--- config.mk ---
export PLATFORM = sky130hd
export DESIGN_NAME = gsim_result_buffer
export DESIGN_NICKNAME = d
export VERILOG_FILES = /design/src/rtl/gsim_pkg.sv /design/src/rtl/gsim_round.sv /design/src/rtl/gsim_result_buffer.sv
export SDC_FILE = /design/constraint.sdc
export NUM_CORES = 1
export LEC_CHECK = 0
export BUFFER_PORTS_ARGS = -buffer_cell sky130_fd_sc_hd__buf_2
export CAP_MARGIN = 20
export CORE_MARGIN = 8
export CORE_UTILIZATION = 41
export DETAILED_ROUTE_END_ITERATION = 8
export GPL_TIMING_DRIVEN = 0
export HOLD_SLACK_MARGIN = 0.06
export PLACE_DENSITY_LB_ADDON = 0.2
export SLEW_MARGIN = 20
export SYNTH_ARGS = -nofsm -noshare
export SYNTH_HDL_FRONTEND = slang
export SYNTH_SLANG_ARGS = --single-unit
--- constraint.sdc ---
create_clock -name clk -period 3.65 [get_ports clk]
set_input_delay 0.365 -clock clk [delete_from_list [all_inputs] [get_ports clk]]
set_output_delay 0.365 -clock clk [all_outputs]
set_load 0.02 [all_outputs]
--- src/rtl/gsim_pkg.sv ---
// Shared constants and FSM state type for the solver result buffer.
// Used by gsim_result_buffer and gsim_round.
package gsim_pkg;

  localparam int N_UNK  = 16;
  localparam int DATA_W = 32;
  localparam int FRAC_W = 16;

  typedef enum logic [1:0] {
    ST_IDLE    = 2'd0,
    ST_CAPTURE = 2'd1,
    ST_DRAIN   = 2'd2
  } state_e;

endpackage

--- src/rtl/gsim_round.sv ---
// Round a signed fixed-point word to the nearest integer,
// saturating positive overflow to the largest integer value.
module gsim_round
  import gsim_pkg::*;
#(
  parameter int W = DATA_W,
  parameter int F = FRAC_W
) (
  input  logic [W-1:0] x_i,
  output logic [W-1:0] y_o
);

  localparam logic [W-1:0] HALF = W'(1) << (F - 1);
  localparam logic [W-1:0] MASK = ~((W'(1) << F) - W'(1));
  localparam logic [W-1:0] SAT  = {1'b0, {(W-F-1){1'b1}}, {F{1'b0}}};

  logic [W-1:0] sum;
  logic         ovf;

  always_comb begin
    sum = x_i + HALF;
    // Only a non-negative input can wrap past the sign bit
    ovf = !x_i[W-1] && sum[W-1];
    y_o = ovf ? SAT : (sum & MASK);
  end

endmodule

--- src/rtl/gsim_result_buffer.sv ---
// Captures one solver sweep into a frame buffer and drains it downstream.
// Optional capture-time rounding: define GSIM_RESULT_ROUND_EN.
module gsim_result_buffer
  import gsim_pkg::*;
#(
  parameter int N_UNK  = gsim_pkg::N_UNK,
  parameter int DATA_W = gsim_pkg::DATA_W
) (
  input  logic              clk,
  input  logic              reset,
  input  logic [DATA_W-1:0] x_in,
  input  logic              x_valid,
  input  logic              out_ready,
  output logic [DATA_W-1:0] out_data,
  output logic [3:0]        out_idx,
  output logic              out_valid,
  output logic              frame_done,
  output logic              frame_err
);

  localparam int IDX_W = (N_UNK > 1) ? $clog2(N_UNK) : 1;
  localparam logic [IDX_W-1:0] LAST = IDX_W'(N_UNK - 1);

  state_e            state_q, state_d;
  logic [IDX_W-1:0]  wr_idx_q, wr_idx_d;
  logic [IDX_W-1:0]  rd_idx_q, rd_idx_d;
  logic              frame_done_q, frame_done_d;
  logic              frame_err_q, frame_err_d;
  logic              wr_en;
  logic              drain;
  logic              accept;
  logic [DATA_W-1:0] wr_data;
  logic [DATA_W-1:0] mem_q [N_UNK];

`ifdef GSIM_RESULT_ROUND_EN
  gsim_round #(
    .W (DATA_W),
    .F (FRAC_W)
  ) u_round (
    .x_i (x_in),
    .y_o (wr_data)
  );
`else
  assign wr_data = x_in;
`endif

  assign drain  = (state_q == ST_DRAIN);
  assign accept = drain && out_ready;

  always_ff @(posedge clk) begin
    if (reset) begin
      state_q      <= ST_IDLE;
      wr_idx_q     <= '0;
      rd_idx_q     <= '0;
      frame_done_q <= 1'b0;
      frame_err_q  <= 1'b0;
    end else begin
      state_q      <= state_d;
      wr_idx_q     <= wr_idx_d;
      rd_idx_q     <= rd_idx_d;
      frame_done_q <= frame_done_d;
      frame_err_q  <= frame_err_d;
    end
  end

  // Storage is intentionally left out of reset
  always_ff @(posedge clk) begin
    if (wr_en) begin
      mem_q[wr_idx_q] <= wr_data;
    end
  end

  always_comb begin
    state_d      = state_q;
    wr_idx_d     = wr_idx_q;
    rd_idx_d     = rd_idx_q;
    frame_done_d = 1'b0;
    frame_err_d  = 1'b0;
    wr_en        = 1'b0;
    unique case (state_q)
      ST_IDLE: begin
        if (x_valid) begin
          wr_en    = 1'b1;
          wr_idx_d = IDX_W'(1);
          state_d  = ST_CAPTURE;
        end
      end
      ST_CAPTURE: begin
        if (x_valid) begin
          wr_en = 1'b1;
          if (wr_idx_q == LAST) begin
            wr_idx_d = '0;
            state_d  = ST_DRAIN;
          end else begin
            wr_idx_d = wr_idx_q + IDX_W'(1);
          end
        end else begin
          wr_idx_d    = '0;
          frame_err_d = 1'b1;
          state_d     = ST_IDLE;
        end
      end
      ST_DRAIN: begin
        if (accept) begin
          if (rd_idx_q == LAST) begin
            rd_idx_d     = '0;
            frame_done_d = 1'b1;
            state_d      = ST_IDLE;
          end else begin
            rd_idx_d = rd_idx_q + IDX_W'(1);
          end
        end
      end
      default: begin
        state_d  = ST_IDLE;
        wr_idx_d = '0;
        rd_idx_d = '0;
      end
    endcase
  end

  always_comb begin
    out_valid  = drain;
    out_data   = drain ? mem_q[rd_idx_q] : '0;
    out_idx    = drain ? 4'(rd_idx_q) : 4'd0;
    frame_done = frame_done_q;
    frame_err  = frame_err_q;
  end

endmodule

* Word level (Yosys, flattened, before mapping)
Memories as Yosys holds them, arrays and structs flattened. A register that Yosys moved wholly into a read port is not among the register bits.
Index checks and enable logic that the tools add are counted.
** Operators by class
- Add/subtract/negate cells :: 2
- Multipliers :: 0
- Div/mod/pow operators :: 0
- Order comparisons :: 0
- Eq/ne operators :: 8
- Shift-type cells :: 0
- Multiplexer cells :: 23
- Bitwise logic cells :: 4
- Reductions and logical operators :: 8
** Operators by type and width (number)
- $mux 32 :: 1
- $mux 4 :: 8
- $pmux 4 s3 :: 1
- $mux 2 :: 5
- $add 4x1->4 const B :: 2
- $eq 4x4->1 const B :: 2
- $pmux 4 s2 :: 1
- $mux 1 :: 6
- $pmux 2 s3 :: 1
- $ne 2x1->1 const B :: 2
- $not 1->1 :: 4
- $reduce_and 2->1 :: 2
- $reduce_and 4->1 :: 1
- $reduce_or 2->1 :: 2
- $ne 3x3->1 const B :: 1
- $reduce_or 3->1 :: 1
- $eq 2x1->1 const B :: 1
- $eq 2x2->1 const B :: 1
- $logic_not 2->1 :: 1
- $ne 2x2->1 const B :: 1
- $logic_and 1x1->1 :: 1
** Storage, ports and cells
- Register bits :: 12
- Latch bits :: 0
- Bits in writable memories :: 512
- ROM bits :: 0
- Input bits :: 36
- Output and inout port bits :: 39
- Logic and storage cells :: 51
- Memories :: 1
** Memory list
- mem_q :: words 16, width 32, rd ports 1, clocked after Yosys merged registers in 1, write ports 1, line gsim_result_buffer.sv:33 : logic [DATA_W-1:0] mem_q [N_UNK];

* Longest topological paths before layout
Gate-level depths: netlist (run 1).
- Depth in word-level cells :: 6
- Depth in mapped cells :: 7

* Least setup slack after synthesis (run 1)
OpenSTA, ideal clock, no wires.
- Path kind :: input port to flip-flop
- Start point :: input port x_valid
- End point :: memory mem_q[0][0] (enable)
- Setup time :: 0.461 ns
- Data arrival time :: 3.069 ns
- Path slack :: 0.120 ns
- Cell stages on the path :: 4
- Path buffers :: 1
- Cells stage by stage :: nor2b_1 clkbuf_1 nand2_1 nor3_1
** Between the ends
- Cells in the longest elaborated chain, start to end :: 4
** Ends and longest elaborated chain
- start: declaration :: line gsim_result_buffer.sv:12 : input logic x_valid,
- $mux 1 :: line gsim_result_buffer.sv:82, gsim_result_buffer.sv:89
- $mux 1
- $mux 1 :: line gsim_result_buffer.sv:68 : if (wr_en) begin
- $mux 1 (not written as such) :: line gsim_result_buffer.sv:69 : mem_q[wr_idx_q] <= wr_data;
- end: declaration :: line gsim_result_buffer.sv:33
Every way passes these cells.

==> results of run 1 <==
## final timing paths
kind	depth (start not counted)	slack, ns	end	from
worst min-delay path	2	0.1	frame_done$_SDFF_PP0_	out_ready
worst max register to register	6	1.06	mem_q[0][9]$_DFFE_PP_	state_q[1]$_SDFFE_PP0P_
worst min register to register	2	0.53	wr_idx_q[1]$_SDFFE_PP0P_	wr_idx_q[1]$_SDFFE_PP0P_
worst max-delay path	7	0.26	out_data[0]	flop
## metrics by stage
step / power (W) / instance area [µm²] / utilization / instances / worst slack (ns)
global placement: 0.00744 / 21900 / 0.438 / 1847 / -2.92
CTS: 0.0129 / 24400 / 0.488 / 1984 / 0.191
global route: 0.0132 / 24400 / 0.488 / 1984 / 0.107
detailed placement: 0.00746 / 22700 / 0.453 / 1884 / 0.839
finish: 0.0128 / 24400 / 0.488 / 1985 / 0.258
floorplan: 0.00720 / 20700 / - / 1102 / 0.120
## cell families after synthesis
| family | after synthesis | synth area share |
|---|---|---|
| flops | 528 | 0.757 |
| mux | 218 | 0.130 |
| simple gates | 144 | 0.0368 |
| compound gates | 140 | 0.0495 |
| buf+inv | 66 | 0.0232 |
| fa+ha+maj | 5 | 0.00302 |
| xor+xnor | 1 | 0.000423 |
## metal layers
metal	vias up	global-route usage	part of all wire
li1	4792	-	-
met1	5652	0.238	0.44
met2	275	0.289	0.49
met3	73	0.0281	0.052
met4	0	0.0417	0.017
met5	-	0	0
## sequential cells by signal (all words and copies together) (netlist names), named ones only
signal / cells
frame_done: 1
rd_idx_q: 4
mem_q: 512
frame_err: 1
state_q: 2
wr_idx_q: 4
## cells in the final DEF (no fill, tap or decap), drive strengths merged, types with 6 or more instances in the layout
| cell | count |
|---|---|
| edfxtp | 512 |
| mux2i | 180 |
| buf | 150 |
| clkbuf | 98 |
| a22oi | 73 |
| mux4 | 38 |
| nand3 | 38 |
| nor2 | 38 |
| o21ai | 38 |
| nand2 | 23 |
| nand2b | 22 |
| a221o | 19 |
| clkinv | 17 |
| dfxtp | 16 |
| a21oi | 7 |
| nor3 | 6 |
## power groups by stage
stage          sequential, W  combinational [W]  clock [W]
3_5_place_dp         0.00685           0.000609          0
6_report             0.00673           0.000601    0.00551
2_1_floorplan        0.00686           0.000348          0
4_1_cts              0.00673           0.000611    0.00561
3_3_place_gp         0.00686           0.000578          0
5_1_grt              0.00673           0.000648    0.00584
## layout make-up
class / instances / area share
sequential: 528 / 0.642
multi-input combinational: 508 / 0.190
clock buffer: 76 / 0.0629
timing repair buffer: 111 / 0.0411
tap: 672 / 0.0344
buffer: 62 / 0.0190
clock inverter: 23 / 0.00932
inverter: 4 / 0.000614
antenna: 1 / 0.000102
==> impl_results.md, run 1 <==
* Finish-stage setup viols at 0
* CP bufs+invs at 3
* Final Max Tran Viols at 0
* Sequential Power Share at 0.524
* Synth cell count leaders: edfxtp_1, mux2i_1, a22oi_1
* Cell Rows at 82
* Total global routing track utilization at 0.174
* Cell internal pwr at approximately 0.010 W
* Unrepaired setup endpoints after global routing: no
* PortBufs at 73
* Core footprint at around 0.050 mm²
* Clk Latency, worst-skew pair at 0.60 ns
* Initial antenna violation count at 1
* Number of synthesized register bits at between 500 and 600
* Post-CTS setup buffers at 0
* # fillers at approximately 4200
* Maximum vdd drop at between 200 and 300 µV
* CP Cell Sequence: buf_6, nor2_2, clkbuf_1, a22oi_1, nand3_1, o21ai_1, buf_2
* Chip width at about 240 µm
* Clock skew at ~0.010 ns
* Max stage delay on crit path at approximately 0.69 ns
* Status: finished clean
* Hold-fix buffers, CTS at 1
* Area delta synth->final at 18.0%
* Sum Neg Setup Slack at 0 ns
* CTS Buffer Depth at 3
* Final hold violation count at 0
* Total congestion overflow at 0
* Syn avg cell area at between 15 and 20 µm²
* Vias per cell at 5.44
* Post-synth EDFFs at approximately 510
* Starting density of the core at 0.414
* Final Wtd Congestion at 0.746
* CTS tree: built
* Die area at roughly 0.058 mm²
* Slowest cell on the critical path: clkbuf_1
* Leading area contributor after synthesis: edfxtp_1
* Die span in y at roughly 240 µm
* Cell Area, Synth at 0.0207 mm²
* Vias in the first global route at between 10000 and 15000
* DRC at 0
* Yosys top cell area share at 0.742
* # H-tree levels at 2
* Cell with the most instances after synthesis: edfxtp_1
* Synth async-reset ratio at 0
* Power density over the cells at approximately 530 mW/mm²
* Final Cycle Share at 0.929
* Slew Limit Headroom at 0.375
* Worst-path maximum fanout at 10
* DR iter-0 viols at around 850
* CTS clk-pin slew, worst paths at about 0.06 ns
* Synth unique cells at between 40 and 50
* Register area share after synthesis at 0.757
* Max Cap Viol at 0
* Comb power frac at 0.047
* FF+latch area at 0.0157 mm²
* Post-CTS resize count at 0
* HP Class: in -> reg
* Net Count, Synth at around 1100
* Critical Path AT at between 3 and 4 ns
* Wire length per cell at around 25 µm
* Clk network pwr share at 0.429
* Global-route wire length before repair at roughly 74000 µm
* Root buffer cell: clkbuf_16
* Top delay family on crit path: buffers and inverters
* Period minus WS final at between 3 and 4 ns
* Synth area leaders: edfxtp_1, mux2i_1, mux4_2, a22oi_1, dfxtp_1
* Clock sinks at ~530
* Footprint of the multi-input gates at approximately 0.0047 mm²
* Drt pass-1 iters at 5
* Synth Instances at roughly 1100
* Share of post-route cells with drive strength above 1 at 0.225
* Routed wire length at between 50000 and 60000 µm
* Crit. End Element: output pin
* Synth warn at 0
* Nets at roughly 1300
* Worst Setup Path Type: reg -> out
* Antenna Nets Post-Route at 0
* Vias post-DR at 10800
* Placed wire-length estimate at between 30000 and 40000 µm
* CP Data Required Time at around 3.3 ns
* Leak Pwr at a little under 8 nW
* Largest net degree at the start of global routing at 21
* Slew at the pin closest to its max-slew limit at around 0.94 ns
* Final hold slack at 0.0999 ns
* Total CTS buffers at 54
* Worst Setup Start Kind: flop
* Switch share at 0.206
* FMAX at between 200 and 300 MHz
* # IOs at 75
* Primary FF master, synth: edfxtp_1
* Switching power at between 0.002 and 0.003 W
Note: power is estimated with default switching activity, not from simulation.
==> inputs of run 2 (changes only) <==
Settings changed: ABC_AREA from default to 1, CORE_UTILIZATION 41 to 55.
==> impl_results.md, run 2 <==
* Global-route wire length before repair at 94800 µm
* Synth cell count leaders: nand2_1, edfxtp_1, nand3_1
* Worst r2r src: state_q[1]$_SDFFE_PP0P_
* Maximum vdd drop at between 300 and 400 µV
* Core footprint at a little over 0.04 mm²
* Primary FF master, synth: edfxtp_1
* Vias in the first global route at ~15000
* Critical Path AT at just over 3 ns
* Leak Pwr at about 11 nW
* Vias post-DR at roughly 16000
* Leading area contributor after synthesis: edfxtp_1
* Max stage delay on crit path at between 0.7 and 0.8 ns
* CTS tree: built
* Status: finished clean
* FF-to-FF path depth at 4
* Chip width at 218 µm
* Post-synthesis adder-cell area fraction at 0.00278
* Initial antenna violation count at 0
* Clock sinks at approximately 530
* Compound-Gate Fraction of Synth Area at 0.0111
* Clock skew at a little under 0.009 ns
* Worst Setup Start Kind: flop
* Setup WS post-layout at 0.178 ns
* Synth warn at 0
* # IOs at 75
* # diodes at 0
* Most common cell after layout, fill and taps aside: nand2_1
* Dpl cell area at ~0.024 mm²
* Register area share after synthesis at 0.698
* PortBufs at 73
* Post-Synth XOR/XNOR Area at 0.000779
* Yosys top cell area share at 0.684
* Max Cap Viol at 0
* Top delay family on crit path: buffers and inverters
* Non-Filler Instances at between 2000 and 3000
* Post-synth EDFFs at 512
* Pre-CTS setup slack at roughly 1.0 ns
* Mux cell area share after synthesis at 0
* Synth async-reset ratio at 0
* Most frequent cells in the layout: nand2_1, edfxtp_1, nand3_1
* Largest family of logic cells by synthesized area: simple AND/OR/NAND/NOR gates
* Max reg flops at ~510
* Antenna Nets Post-Route at 0
* CP Data Required Time at between 3 and 4 ns
* Total CTS buffers at 52
* Net Count, Synth at approximately 2200
* Largest net degree at the start of global routing at 20
* CTS clk-pin slew, worst paths at 0.06 ns
* Synth Instances at 2120
* Cell Rows at 74
* Period minus WS final at roughly 3.5 ns
* # H-tree levels at 2
* Worst reg2reg endpoint: mem_q[9][15]$_DFFE_PP_
* Unrepaired setup endpoints after global routing: no
* CP bufs+invs at 3
* Die area at 0.0476 mm²
* Cell Area, Synth at between 0.02 and 0.025 mm²
* Largest Register: mem_q
* Total global routing track utilization at 0.269
* DRC at 0
* Crit. End Element: output pin
* Min-Delay Path Depth at 1
* Synth unique cells at 23
* Vias per cell at approximately 5.6
* Post-Place Cells at about 2700
* Number of synthesized register bits at around 530
* Simple-Gate Fraction of Synth Area at 0.210
* Cell repeated most along the worst path: nand3_1
* Share of post-route cells with drive strength above 1 at 0.110
* Worst Setup Path Type: reg -> out
* Drt pass-1 iters at 5
* Cell with the most instances after synthesis: nand2_1
* Min-Delay Endpoint: mem_q[14][11]$_DFFE_PP_
* Finish-stage setup viols at 0
* Slew at the pin closest to its max-slew limit at around 1.1 ns
* HP Class: in -> reg
* Power density over the cells at a little over 500 mW/mm²
* FMAX at 288 MHz
* Post-route cell area at between 0.02 and 0.03 mm²
* Overall Power at ~0.013 W
* Final Cycle Share at 0.951
* R2R Setup Slk at ~1.4 ns
* Synth area leaders: edfxtp_1, nand2_1, nand3_1, inv_1, dfxtp_1
* Final hold violation count at 0
* Slowest cell on the critical path: clkbuf_1
* Total congestion overflow at 0
* Worst-path maximum fanout at 10
* Slew Limit Headroom at 0.264
* Starting density of the core at 0.554
* Clk Latency, worst-skew pair at about 0.59 ns
* Die span in y at 218 µm
* Wire length per cell at 22.7 µm
* CP Cell Sequence: buf_4, clkbuf_1, nand3_1, nand3_1, nand3_1, a21oi_1, buf_2
* Area delta synth->final at 14.8%
* Placed wire-length estimate at 42000 µm
* DR iter-0 viols at about 1900
* Nets at 2312
* Hold Path Origin: x_in[11]
* Root buffer cell: clkbuf_16
* Top flop regs: mem_q (512), rd_idx_q (4), wr_idx_q (4)
* Post-CTS resize count at 0
* Syn avg cell area at between 10 and 15 µm²
* Routed wire length at around 64000 µm
* CTS Buffer Depth at 3
* Final Max Tran Viols at 0
* Final hold slack at 0.145 ns
* Final Wtd Congestion at roughly 0.83
-- run 2: changes by cell type after synthesis, sizes merged, moves of 13 or more --
cell	before	now
nand2	23	794
nand3	38	326
inv	4	280
mux2i	180	0
a22oi	73	0
buf	40	92
mux4	38	0
o21ai	38	4
a21oi	7	40
nand2b	22	0
a221o	19	0
nor2	38	25
-- run 2: how the worst max path moves through the flow --
stage	to	depth (start not counted)	from	slack [ns]
after global routing	out_data[1]	7	flop	0.23
after detailed placement	out_data[1]	7	flop	1.01
after CTS	out_data[1]	7	flop	0.37
after global placement	mem_q[13][6]$_DFFE_PP_	5	x_valid	-0.89
after floorplan	mem_q[0][0]$_DFFE_PP_	4	x_valid	1.09
final	out_data[1]	7	flop	0.18
-- run 2: area by class of cell --
| cell class | count | area [µm²] |
|---|---|---|
| multi-input combinational | 1202 | 5170 |
| tap | 532 | 666 |
| inverter | 280 | 1060 |
| fill | 3130 | 14800 |
| sequential | 528 | 15700 |
| clock buffer | 65 | 1380 |
| clock inverter | 25 | 189 |
| buffer | 110 | 674 |
| timing repair buffer | 97 | 963 |
-- run 2: logic make-up after synthesis --
logic type | count (synthesis)
and+or+nand+nor | 1147
DFF | 528
buffers and inverters | 390
AOI/OAI and AO/OA | 48
adders and majority gates | 5
xor gates and xnor gates | 2
-- run 2: power breakdown --
| group | switching, W | total [W] | internal (W) |
|---|---|---|---|
| Clock | 0.00224 | 0.00510 | 0.00287 |
| Combinational | 0.00106 | 0.00147 | 0.000408 |
| Sequential | 0.0000323 | 0.00679 | 0.00675 |
-- run 2: metal layers --
layer  track usage  share of wire  vias to the layer above
li1              -              -                     7250
met1         0.364           0.39                     7574
met2         0.427           0.46                      930
met3        0.0506           0.11                      171
met4         0.113          0.039                        0
met5             0              0                        -
-- run 2: through the flow --
stage	setup TNS [ns]	util
6_report	0	0.636
5_1_grt	0	0.636
4_1_cts	0	0.636
3_5_place_dp	0	0.597
3_3_place_gp	-319.81	0.580
2_1_floorplan	0	-
-- run 2: what timing repair did --
item,4_1_cts,5_1_grt
hold buffers,2,0
hold endpoints to repair,2,0
setup buffers,0,0
endpoints found under the setup margin,0,0
